--- src/rtl/jk_seq_pkg.sv ---
// Shared opcodes, FSM state encoding and opcode classification helpers
// for the JK bank sequencer.
package jk_seq_pkg;

    localparam logic [2:0] OP_NOP    = 3'd0;
    localparam logic [2:0] OP_CLEAR  = 3'd1;
    localparam logic [2:0] OP_SET    = 3'd2;
    localparam logic [2:0] OP_LOAD   = 3'd3;
    localparam logic [2:0] OP_TOGGLE = 3'd4;
    localparam logic [2:0] OP_UP     = 3'd5;
    localparam logic [2:0] OP_DOWN   = 3'd6;
    localparam logic [2:0] OP_RSVD   = 3'd7;

    typedef enum logic [1:0] {
        S_IDLE   = 2'd0,
        S_DRIVE  = 2'd1,
        S_SETTLE = 2'd2
    } state_t;

    // Ops that always take exactly one step, whatever cmd_count says.
    function automatic logic op_is_single(input logic [2:0] op);
        return (op == OP_CLEAR) || (op == OP_SET) || (op == OP_LOAD);
    endfunction

    function automatic logic op_is_multi(input logic [2:0] op);
        return (op == OP_TOGGLE) || (op == OP_UP) || (op == OP_DOWN);
    endfunction

endpackage

--- src/rtl/jk_excite.sv ---
// Combinational J/K excitation for one step of a command, using the
// bank's present Q as feedback for the counting ops.
module jk_excite
    import jk_seq_pkg::*;
#(
    parameter int WIDTH = 4
) (
    input  logic [2:0]       op,
    input  logic [WIDTH-1:0] data,
    input  logic [WIDTH-1:0] q,
    output logic [WIDTH-1:0] j,
    output logic [WIDTH-1:0] k
);

    logic [WIDTH-1:0] up_t_s;
    logic [WIDTH-1:0] dn_t_s;

    // Ripple toggle enables: bit i toggles when all lower bits are 1 (up) or 0 (down).
    always_comb begin : toggle_enables
        logic run_up;
        logic run_dn;
        run_up = 1'b1;
        run_dn = 1'b1;
        up_t_s = {WIDTH{1'b0}};
        dn_t_s = {WIDTH{1'b0}};
        for (int i = 0; i < WIDTH; i++) begin
            up_t_s[i] = run_up;
            dn_t_s[i] = run_dn;
            run_up    = run_up & q[i];
            run_dn    = run_dn & ~q[i];
        end
    end

    // Per-opcode excitation selection.
    always_comb begin
        j = {WIDTH{1'b0}};
        k = {WIDTH{1'b0}};
        case (op)
            OP_CLEAR: begin
                j = {WIDTH{1'b0}};
                k = {WIDTH{1'b1}};
            end
            OP_SET: begin
                j = {WIDTH{1'b1}};
                k = {WIDTH{1'b0}};
            end
            OP_LOAD: begin
                j = data;
                k = ~data;
            end
            OP_TOGGLE: begin
                j = {WIDTH{1'b1}};
                k = {WIDTH{1'b1}};
            end
            OP_UP: begin
                j = up_t_s;
                k = up_t_s;
            end
            OP_DOWN: begin
                j = dn_t_s;
                k = dn_t_s;
            end
            default: begin
                j = {WIDTH{1'b0}};
                k = {WIDTH{1'b0}};
            end
        endcase
    end

endmodule

--- src/rtl/jk_bank_sequencer.sv ---
// Command sequencer that turns a bank of external JK flip-flops into a
// loadable up/down counter by alternating DRIVE and SETTLE cycles.
module jk_bank_sequencer
    import jk_seq_pkg::*;
#(
    parameter int WIDTH = 4,
    parameter int CNT_W = 8
) (
    input  logic             Clk,
    input  logic             Rst,
    input  logic             cmd_valid,
    output logic             cmd_ready,
    input  logic [2:0]       cmd_op,
    input  logic [WIDTH-1:0] cmd_data,
    input  logic [CNT_W-1:0] cmd_count,
    input  logic [WIDTH-1:0] q_fb,
    output logic [WIDTH-1:0] j_out,
    output logic [WIDTH-1:0] k_out,
    output logic             busy,
    output logic             done,
    output logic             wrap,
    output logic             err
);

    state_t           state_r;
    logic [2:0]       op_r;
    logic [WIDTH-1:0] data_r;
    logic [CNT_W-1:0] cnt_r;
    logic [WIDTH-1:0] j_out_r;
    logic [WIDTH-1:0] k_out_r;
    logic             busy_r;
    logic             done_r;
    logic             wrap_r;
    logic             err_r;

    logic             accept_s;
    logic [CNT_W-1:0] steps_s;
    logic [2:0]       exc_op_s;
    logic [WIDTH-1:0] exc_data_s;
    logic [WIDTH-1:0] exc_j_s;
    logic [WIDTH-1:0] exc_k_s;

    assign cmd_ready = (state_r == S_IDLE) && !Rst;
    assign accept_s  = cmd_valid && cmd_ready;

    // Step count of the offered command; zero means it completes without touching the bank.
    always_comb begin
        if (op_is_single(cmd_op)) begin
            steps_s = CNT_W'(1'b1);
        end else if (op_is_multi(cmd_op)) begin
            steps_s = cmd_count;
        end else begin
            steps_s = {CNT_W{1'b0}};
        end
    end

    // J/K are registered, so the first step is computed from the command being accepted.
    always_comb begin
        if (state_r == S_IDLE) begin
            exc_op_s   = cmd_op;
            exc_data_s = cmd_data;
        end else begin
            exc_op_s   = op_r;
            exc_data_s = data_r;
        end
    end

    jk_excite #(
        .WIDTH (WIDTH)
    ) u_excite (
        .op   (exc_op_s),
        .data (exc_data_s),
        .q    (q_fb),
        .j    (exc_j_s),
        .k    (exc_k_s)
    );

    // Sequencer FSM, step counter, command latches and output pulse registers.
    always_ff @(posedge Clk) begin
        if (Rst) begin
            state_r <= S_IDLE;
            op_r    <= OP_NOP;
            data_r  <= {WIDTH{1'b0}};
            cnt_r   <= {CNT_W{1'b0}};
            j_out_r <= {WIDTH{1'b0}};
            k_out_r <= {WIDTH{1'b0}};
            busy_r  <= 1'b0;
            done_r  <= 1'b0;
            wrap_r  <= 1'b0;
            err_r   <= 1'b0;
        end else begin
            done_r  <= 1'b0;
            wrap_r  <= 1'b0;
            err_r   <= 1'b0;
            j_out_r <= {WIDTH{1'b0}};
            k_out_r <= {WIDTH{1'b0}};
            case (state_r)
                S_IDLE: begin
                    if (accept_s) begin
                        op_r   <= cmd_op;
                        data_r <= cmd_data;
                        if (steps_s != {CNT_W{1'b0}}) begin
                            cnt_r   <= steps_s;
                            state_r <= S_DRIVE;
                            busy_r  <= 1'b1;
                            j_out_r <= exc_j_s;
                            k_out_r <= exc_k_s;
                        end else begin
                            done_r <= 1'b1;
                            err_r  <= (cmd_op == OP_RSVD);
                        end
                    end
                end
                S_DRIVE: begin
                    state_r <= S_SETTLE;
                    cnt_r   <= cnt_r - CNT_W'(1'b1);
                    wrap_r  <= ((op_r == OP_UP)   && (&q_fb)) ||
                               ((op_r == OP_DOWN) && !(|q_fb));
                end
                S_SETTLE: begin
                    if (cnt_r != {CNT_W{1'b0}}) begin
                        state_r <= S_DRIVE;
                        j_out_r <= exc_j_s;
                        k_out_r <= exc_k_s;
                    end else begin
                        state_r <= S_IDLE;
                        busy_r  <= 1'b0;
                        done_r  <= 1'b1;
                    end
                end
                default: begin
                    state_r <= S_IDLE;
                    busy_r  <= 1'b0;
                end
            endcase
        end
    end

    assign j_out = j_out_r;
    assign k_out = k_out_r;
    assign busy  = busy_r;
    assign done  = done_r;
    assign wrap  = wrap_r;
    assign err   = err_r;

endmodule

--- config.mk ---
export PLATFORM = sky130hd
export DESIGN_NAME = jk_bank_sequencer
export DESIGN_NICKNAME = d
export VERILOG_FILES = /design/src/rtl/jk_seq_pkg.sv /design/src/rtl/jk_excite.sv /design/src/rtl/jk_bank_sequencer.sv
export SDC_FILE = /design/constraint.sdc
export NUM_CORES = 1
export LEC_CHECK = 0
export BUFFER_PORTS_ARGS = -buffer_cell sky130_fd_sc_hd__buf_2
export CAP_MARGIN = 20
export CELL_PAD_IN_SITES_DETAIL_PLACEMENT = 0
export CELL_PAD_IN_SITES_GLOBAL_PLACEMENT = 1
export CORE_MARGIN = 2
export CORE_UTILIZATION = 36
export DETAILED_ROUTE_END_ITERATION = 16
export GPL_ROUTABILITY_DRIVEN = 0
export GPL_TIMING_DRIVEN = 0
export PLACE_DENSITY_LB_ADDON = 0.1
export RECOVER_POWER = 50
export SETUP_SLACK_MARGIN = 0.3
export SLEW_MARGIN = 20
export SYNTH_ARGS = -nofsm -noshare
export SYNTH_HDL_FRONTEND = slang
export SYNTH_SLANG_ARGS = --single-unit
export TNS_END_PERCENT = 100
--- constraint.sdc ---
create_clock -name Clk -period 1.79 [get_ports Clk]
set_input_delay 0.0895 -clock Clk [delete_from_list [all_inputs] [get_ports Clk]]
set_output_delay 0.0895 -clock Clk [all_outputs]
set_load 0.01 [all_outputs]
# Word level (Yosys, flattened, before mapping)
# Index checks and enable logic that the tools add are counted.
[totals] memories=0 mem_bits_ro=0 regBits=29 latchBits=0 word_cells=96 mem_bits_rw=0 out_inout_bits=13 input_bits=22
[op_classes] n_div=0 n_mux=29 n_lt_le_gt_ge=0 reduce_logical=25 eq_ne=20 bitwise_logic=11 shift=0 addsub=1 mul=0
[op_table] op="2-to-1 mux 8 bit" n=4
[op_table] op="case mux 4 bit (4 select lines)" n=2
[op_table] op="2-to-1 mux 4 bit" n=7
[op_table] op="== test 3 bit (second input constant)" n=9
[op_table] op="case mux 4 bit (2 select lines)" n=2
[op_table] op="case mux 8 bit (2 select lines)" n=1
[op_table] op="nonzero test 8 bit" n=2
[op_table] op="== test 3 x 2 -> 1 bit (second input constant)" n=4
[op_table] op="AND reduction 4 bit" n=2
[op_table] op="OR reduction 4 bit" n=2
[op_table] op="subtractor 8 x 1 -> 8 bit (second input constant)" n=1
[op_table] op="2-to-1 mux 1 bit" n=7
[op_table] op="== test 3 x 1 -> 1 bit (second input constant)" n=2
[op_table] op="NOT 1 bit" n=6
[op_table] op="case mux 2 bit (3 select lines)" n=1
[op_table] op="OR reduction 2 bit" n=3
[op_table] op="logical OR 1 bit" n=5
[op_table] op="AND 1 bit" n=4
[op_table] op="logical AND 1 bit" n=4
[op_table] op="2-to-1 mux 2 bit" n=2
[op_table] op="inequality test 2 bit (second input constant)" n=2
[op_table] op="NOT 4 bit" n=1
[op_table] op="AND reduction 2 bit" n=2
[op_table] op="2-to-1 mux 3 bit" n=1
[op_table] op="other kinds (9)" n=10

# Depth between registers and ports, before layout
# Gate-level depths: netlist of run 1.
[logic_depth] ltp_word=9 mapped_depth=7 mapped_depth_nobuf=6

# Cells and area by module
# From an unflattened synthesis of run 1, not the netlist that was laid out.
[hier_totals] hier_cells=196 hier_area_um2=1700.4
[by_module_without_submodules] mod="jk_bank_sequencer" instances=1 seq_area_each_um2=580.6 cells_each=160 area_per_inst_um2=1491.4
[by_module_without_submodules] mod="jk_excite" instances=1 seq_area_each_um2=0.0 cells_each=36 area_per_inst_um2=209.0

# Worst setup path before layout of run 1
# Ideal clock, no wire load.
[synth_timing] path_type="flip-flop to flip-flop" start="register state_r[1]" end="register j_out_r[1], in the netlist j_out[1]" synth_period_minus_slack_ns=1.751 arrival_ns=1.647 setup_ns=0.103 path_buffers=2 t_required_ns=1.687 path_stages_with_launch=7 slack_ns=0.039 path_cell_list="dfxtp_1 buf_4 nor3_1 and2_1 clkbuf_1 a211oi_2 a2111oi_2"
[synth_via] elab_cells_between_ends=17 classes_between="eq/ne: 6; mux: 7; reduce/logical: 4"
[synth_rtl] item="start, declared" line="jk_bank_sequencer.sv:25" text="state_t state_r;"
[synth_rtl] item="start signal, assigned" line="jk_bank_sequencer.sv:81" text="state_r <= S_IDLE;"
[synth_rtl] item="start signal, assigned" line="jk_bank_sequencer.sv:104" text="state_r <= S_DRIVE;"
[synth_rtl] item="start signal, assigned" line="jk_bank_sequencer.sv:115" text="state_r <= S_SETTLE;"
[synth_rtl] item="logical NOT 2 bit" line="jk_bank_sequencer.sv:43" text="assign cmd_ready = (state_r == S_IDLE) && !Rst;"
[synth_rtl] item="logical AND 1 bit" line="jk_bank_sequencer.sv:43"
[synth_rtl] item="net cmd_ready" line="jk_bank_sequencer.sv:12" text="output logic cmd_ready,"
[synth_rtl] item="logical AND 1 bit" line="jk_bank_sequencer.sv:44" text="assign accept_s = cmd_valid && cmd_ready;"
[synth_rtl] item="2-to-1 mux 4 bit" line="jk_bank_sequencer.sv:99" text="if (accept_s) begin"
[synth_rtl] item="case mux 4 bit (2 select lines)" line="jk_bank_sequencer.sv:97" text="case (state_r)"
[synth_rtl] item="end signal, assigned" line="jk_bank_sequencer.sv:95" text="j_out_r <= {WIDTH{1'b0}};"
[synth_rtl] item="end signal, assigned" line="jk_bank_sequencer.sv:106" text="j_out_r <= exc_j_s;"
[synth_rtl] item="end signal, assigned" line="jk_bank_sequencer.sv:123" text="j_out_r <= exc_j_s;"
[synth_rtl] item="end, declared" line="jk_bank_sequencer.sv:29" text="logic [WIDTH-1:0] j_out_r;"
# The timed path passes the listed nets, and every way through them passes these cells.
# A chain may end at the register's enable or synchronous reset.

# Worst setup path after layout of run 1
[layout_timing] start="register state_r[0]" end="register k_out_r[3], in the netlist k_out[3]"
[layout_via] elab_chain_len=8 elab_cells_between_ends=18 classes_between="eq/ne: 6; mux: 7; bitwise: 1; reduce/logical: 4"
[layout_rtl] item="logical NOT 2 bit" line="jk_bank_sequencer.sv:43, jk_bank_sequencer.sv:59, jk_bank_sequencer.sv:97"
[layout_rtl] item="2-to-1 mux 3 bit" line="jk_bank_sequencer.sv:59" text="if (state_r == S_IDLE) begin"
[layout_rtl] item="== test 3 x 1 -> 1 bit or == test 3 bit (tied branches)" line="jk_excite.sv:38" text="case (op)"
[layout_rtl] item="OR reduction 2 bit (no line)"
[layout_rtl] item="case mux 4 bit (4 select lines)" line="jk_excite.sv:38"
[layout_rtl] item="2-to-1 mux 4 bit" line="jk_bank_sequencer.sv:102" text="if (steps_s != {CNT_W{1'b0}}) begin"
[layout_rtl] item="2-to-1 mux 4 bit" line="jk_bank_sequencer.sv:99"
[layout_rtl] item="case mux 4 bit (2 select lines) (*)" line="jk_bank_sequencer.sv:97"
[layout_rtl] item="end signal, assigned" line="jk_bank_sequencer.sv:96" text="k_out_r <= {WIDTH{1'b0}};"
[layout_rtl] item="end signal, assigned" line="jk_bank_sequencer.sv:107" text="k_out_r <= exc_k_s;"
[layout_rtl] item="end signal, assigned" line="jk_bank_sequencer.sv:124" text="k_out_r <= exc_k_s;"
[layout_rtl] item="end, declared" line="jk_bank_sequencer.sv:30" text="logic [WIDTH-1:0] k_out_r;"
# Mark *: on every way between the ends. The rest lies on a longest branch, timed or not.

==> results of run 1 <==
routing by layer:
metal / vias to the layer above / routed length [um] / global-route usage
met5: - / 0 / 0
met2: 41 / 2303 / 0.2659
met4: 0 / 67 / 0.05455
met1: 893 / 2733 / 0.2843
li1: 913 / - / -
met3: 9 / 228 / 0.04527
synth_stat cells, types with 5 or more instances:
cell type and count:
and3_1 6, inv_1 8, nor2_1 10, dfxtp_1 29, nor3_1 6, a211oi_1 7
clkbuf_1 5, nand2_1 23, o21ai_0 16, nand3_1 6, a21oi_1 6, mux2i_1 8
sequential cells by signal, summed over array words and instances (netlist names):
| signal | cells |
|---|---|
| cnt_r | 8 |
| data_r | 4 |
| j_out | 4 |
| k_out | 4 |
| op_r | 3 |
| state_r | 2 |
| busy | 1 |
| done | 1 |
| err | 1 |
| wrap | 1 |
power by group:
group          internal [mW]  total (mW)  switching (mW)
combinational          0.449       0.910           0.461
clock                  0.452       0.730           0.277
sequential             0.708       0.762          0.0534
total                   1.61        2.40           0.791
worst min-delay path, delay by kind of cell:
family	cells	cell delay (ps)
buf+inv	1	90
simple gates	1	40
compound gates	1	50
logic make-up (layout without fill, tap and decap cells):
| group | after synthesis | after routing | synth area share |
|---|---|---|---|
| compound gates | 63 | 64 | 0.2698 |
| fa+ha+maj | 2 | 2 | 0.01427 |
| buf+inv | 21 | 84 | 0.06638 |
| flops | 29 | 29 | 0.3312 |
| mux | 10 | 10 | 0.05853 |
| simple gates | 82 | 82 | 0.2598 |
per-stage QoR:
step | hold slack [ps] | power, mW | std cells
6_report | 21.76 | 2.401 | 338
2_1_floorplan | 198.1 | 1.200 | 207
3_3_place_gp | 314.7 | 1.367 | 307
5_1_grt | 28.72 | 2.521 | 338
3_5_place_dp | 314.8 | 1.365 | 307
4_1_cts | 14.33 | 2.195 | 323
final timing paths:
check / from / end / depth (start not counted) / slack, ps
max: state_r[0] / k_out[3] / 5 / 40
min: cmd_data[3] / data_r[3] / 3 / 20
max reg2reg: state_r[0] / k_out[3] / 5 / 40
min reg2reg: data_r[3] / data_r[3] / 2 / 460
cell type report:
| cell class | count | area share |
|---|---|---|
| Buffer | 13 | 0.04928 |
| Timing Repair Buffer | 55 | 0.1348 |
| Inverter | 8 | 0.01116 |
| Tap cell | 67 | 0.03115 |
| Clock buffer | 6 | 0.03068 |
| Sequential cell | 29 | 0.2199 |
| Multi-Input combinational cell | 158 | 0.5091 |
| Clock inverter | 2 | 0.01395 |
what timing repair did:
action / in CTS / in global routing
resized for setup: 22 / 51
hold buffers: 0 / 0
endpoints found under the setup margin: 25 / 23
cloned: 1 / 0
setup buffers: 7 / 15
pin swaps: 6 / 17
==> results.sh, run 1 <==
export IMPL_status="completed"
export IMPL_min_period_ps=1750
export IMPL_relSlewSlack=0.5646
export IMPL_setup_tns_ps=0
export IMPL_fmax_ghz=0.5716
export IMPL_die_h_um=73.78
export IMPL_clk_pin_slew_worst_paths_ps=70
export IMPL_ir_drop_mv=0.4380
export IMPL_dpl_cell_area_um2=2078
export IMPL_coreArea_um2=4723
export IMPL_path_cells="buf_8, or4b_4, a211oi_4, a211oi_4, a2111oi_4"
export IMPL_synthFlopType="dfxtp_1"
export IMPL_fillers=446
export IMPL_routed_wl_um=5333
export IMPL_die_area_um2=5443
export IMPL_slew_viol_final=0
export IMPL_drive_gt1_frac=0.4502
export IMPL_pin_count=35
export IMPL_crit_fanout=7
export IMPL_routedWlPerCell_um=15.78
export IMPL_critical_path_top_delay_family="compound AO/OA/AOI/OAI gates"
export IMPL_powerDensity_nw_per_um2=892.3
export IMPL_die_x_um=73.78
export IMPL_final_cell_mix="dfxtp_1, nand2_1, buf_2, buf_4, o21ai_0"
export IMPL_cp_num_buf_inv=1
export IMPL_dpl_worst_slack_ps=-112.1
export IMPL_grt_antenna_before_repair=0
export IMPL_avgSynthCellArea_um2=8.468
export IMPL_worstMarginPinSlew_ps=653.0
export IMPL_finalHoldViolCount=0
export IMPL_netlist_cell_type_count=57
export IMPL_rows=25
export IMPL_min_path_type="primary input to register"
export IMPL_grt_pass1_wl_um=7734
export IMPL_initial_core_util=0.3711
export IMPL_worst_endpoint_required_ps=1980
export IMPL_grt_overflow_total=0
export IMPL_synthesis_nets=231
export IMPL_grt_pass1_vias=1540
export IMPL_cts_sinks=29
export IMPL_via_count=1856
export IMPL_cpPeakStageDelay_ps=550
export IMPL_num_antenna_cells=0
export IMPL_track_usage=0.1894
export IMPL_routed_via_density=5.491
export IMPL_setup_viol_count_final=0
export IMPL_max_cap_violations=0
export IMPL_end_kind="register"
export IMPL_yosysTopAreaCellShare=0.3312
export IMPL_cpMostUsedCell="a211oi_4"
export IMPL_design_area_um2=2691
export IMPL_setup_ws_ps=40.44
export IMPL_portBuffers=33
export IMPL_yosysSeqAreaShare=0.3312
export IMPL_cp_start_kind="register"
export IMPL_cts_tree="yes"
export IMPL_slowest_stage="or4b_4"
export IMPL_drtIter0Drc=104
export IMPL_multi_input_area_um2=1370
export IMPL_synth_top_area_cell="dfxtp_1"
export IMPL_arrival_ps=1940
export IMPL_drt_pass1_iter_count=4
export IMPL_grt_max_degree=11
export IMPL_remaining_drc_errors=0
export IMPL_syn_area_um2=1753
export IMPL_area_growth_synth_to_final_pct=53.53
export IMPL_ys_ff_latch=29
export IMPL_nets=294
export IMPL_register_area_um2=591.8
export IMPL_critPathKind="register to register"
export IMPL_synth_edff_count=0
export IMPL_synth_area_leaders="dfxtp_1, nand2_1, mux2i_1, o21ai_0, a211oi_1"
export IMPL_synth_async_reset_ratio=0
export IMPL_cts_root_buf="clkbuf_8"
export IMPL_detail_route_antenna_nets=0
export IMPL_clock_skew_ps=8.698
export IMPL_syn_inst=207
export IMPL_cts_max_path_buffers=2
export IMPL_p_leak_nw=1.033
export IMPL_clkLatencyLatePin_ps=290
export IMPL_cts_buffers=5
export IMPL_final_common_cell="dfxtp_1"
export IMPL_rsz0062_at_grt="true"
export IMPL_cts_htree_levels=2
export IMPL_synth_warnings=0
export IMPL_fin_util=0.5698
export IMPL_period_share=0.9774
export IMPL_dp_hpwl_um=3491
(Power assumes the default switching activity.)
==> run 2: changes to the inputs <==
CORE_MARGIN = default   (was 2)
PLACE_DENSITY = 0.76   (was default)
PLACE_DENSITY_LB_ADDON = default   (was 0.1)
clock period = 1.6 ns   (was 1.79 ns; I/O delays follow)
==> results.sh, run 2 (synthesis results as in run 1) <==
export IMPL_status="finished with violations"
export IMPL_violations="negative setup slack"
export IMPL_end_kind="register"
export IMPL_netSwitchingPower_uw=846.5
export IMPL_clk_pin_slew_worst_paths_ps=60
export IMPL_fillers=412
export IMPL_area_growth_synth_to_final_pct=54.46
export IMPL_design_area_um2=2708
export IMPL_arrival_ps=1970
export IMPL_cp_start_kind="register"
export IMPL_multi_input_area_um2=1363
export IMPL_routed_wl_um=5174
export IMPL_path_cells="or4_4, or4_1, and3_4, a21oi_2"
export IMPL_fin_util=0.5771
export IMPL_max_cap_violations=0
export IMPL_grt_antenna_before_repair=0
export IMPL_die_area_um2=5152
export IMPL_critical_path_top_delay_family="simple AND/OR/NAND/NOR gates"
export IMPL_powerDensity_nw_per_um2=979.0
export IMPL_top_register="cnt_r"
export IMPL_pin_count=35
export IMPL_setup_viol_count_final=13
export IMPL_min_period_ps=1751
export IMPL_remaining_drc_errors=0
export IMPL_slowest_stage="or4_4"
export IMPL_portBuffers=33
export IMPL_track_usage=0.1959
export IMPL_drt_pass1_iter_count=4
export IMPL_switching_share=0.3193
export IMPL_routedWlPerCell_um=15.87
export IMPL_rows=25
export IMPL_final_cell_mix="buf_2, dfxtp_1, nand2_1, clkbuf_1, buf_4"
export IMPL_cts_root_buf="clkbuf_8"
export IMPL_cts_tree="yes"
export IMPL_cts_max_path_buffers=2
export IMPL_rsz0062_at_grt="true"
export IMPL_finalHoldViolCount=0
export IMPL_cts_buffers=5
export IMPL_power_share_combinational=0.382
export IMPL_slew_viol_final=0
export IMPL_cp_num_buf_inv=0
export IMPL_grt_pass1_wl_um=7610
export IMPL_clkLatencyLatePin_ps=280
export IMPL_hold_buffers=0
export IMPL_coreArea_um2=4692
export IMPL_cts_htree_levels=2
export IMPL_period_share=1.094
export IMPL_fmax_ghz=0.5712
export IMPL_cts_sinks=29
export IMPL_ir_drop_mv=0.3884
export IMPL_dpl_cell_area_um2=2091
export IMPL_crit_fanout=3
export IMPL_worstMarginPinSlew_ps=599.7
export IMPL_via_count=1865
export IMPL_dp_hpwl_um=3295
export IMPL_grt_pass1_vias=1495
export IMPL_critPathKind="register to register"
export IMPL_register_area_um2=598.1
export IMPL_num_antenna_cells=0
export IMPL_p_leak_nw=1.081
export IMPL_cpPeakStageDelay_ps=550
export IMPL_grt_overflow_total=0
export IMPL_detail_route_antenna_nets=0
export IMPL_grt_max_degree=11
export IMPL_p_int_mw=1.804
export IMPL_min_path_type="primary input to register"
export IMPL_die_x_um=71.78
export IMPL_drive_gt1_frac=0.5000
export IMPL_routed_via_density=5.721
export IMPL_clock_skew_ps=4.085
export IMPL_largest_reg_flops=8
export IMPL_setup_ws_ps=-150.6
export IMPL_die_h_um=71.78
export IMPL_clockPowerShare=0.296
export IMPL_initial_core_util=0.3736
export IMPL_nets=295
export IMPL_drtIter0Drc=138
export IMPL_holdWs_ps=21.88
export IMPL_p_seq_frac=0.322
export IMPL_worst_endpoint_required_ps=1820
export IMPL_relSlewSlack=0.5989
-- run 2: cell types whose count changed in the layout (fill, tap and decap cells not counted), sizes merged --
| cell | delta |
|---|---|
| buf | +2 |
| a211oi | -1 |
| clkinvlp | -1 |
| nor2 | +1 |
-- run 2: per-layer routing --
layer  track usage  part of all wire  vias to the layer above
li1              -                 -                      913
met1        0.2861              0.45                      868
met2        0.2757              0.46                       73
met3       0.04641             0.069                       11
met4       0.07625             0.020                        0
met5             0                 0                        -
-- run 2: worst paths after layout --
kind / startpoint / cells after the start / slack, ps / to
worst max register to register: cnt_r[3] / 4 / -150 / cnt_r[7]
worst min-delay path: cmd_data[0] / 3 / 20 / data_r[0]
worst max-delay path: cnt_r[3] / 4 / -150 / cnt_r[7]
worst min register to register: data_r[3] / 2 / 450 / data_r[3]
-- run 2: area by class of cell --
type,count,share of cell area
inverter,8,0.01294
multi-input combinational,158,0.5032
clock inverter,1,0.01109
buffer,13,0.06054
timing repair buffer,56,0.1345
sequential,29,0.2209
clock buffer,7,0.03189
tap,54,0.02495
-- run 2: tightest hold or removal path, cell delays in order --
cell	delay [ps]
buf_2	90
nand2_1	40
o21ai_1	60
-- run 2: power by group through the flow --
stage	Combinational (mW)	Sequential, mW	Clock (mW)
after global placement	0.682	0.862	0
after detailed placement	0.677	0.863	0
final	1.01	0.854	0.785
after CTS	0.779	0.848	0.804
after floorplan	0.496	0.865	0
after global routing	1.08	0.863	0.853
-- run 2: repair_timing --
| action | in CTS | in global routing |
|---|---|---|
| gates resized for setup | 27 | 69 |
| gates cloned | 0 | 3 |
| setup endpoints to repair | 25 | 26 |
| pin swaps | 8 | 21 |
| buffers inserted | 7 | 14 |
-- run 2: stage by stage --
stage | worst slack [ps] | std cells | TNS (ps) | power, mW
floorplan | -35.92 | 207 | -149.2 | 1.361
global placement | -338.5 | 294 | -3139 | 1.543
detailed placement | -328.0 | 294 | -2921 | 1.539
CTS | -148.7 | 309 | -1122 | 2.432
global route | -203.9 | 326 | -1916 | 2.796
finish | -150.6 | 326 | -906.9 | 2.651
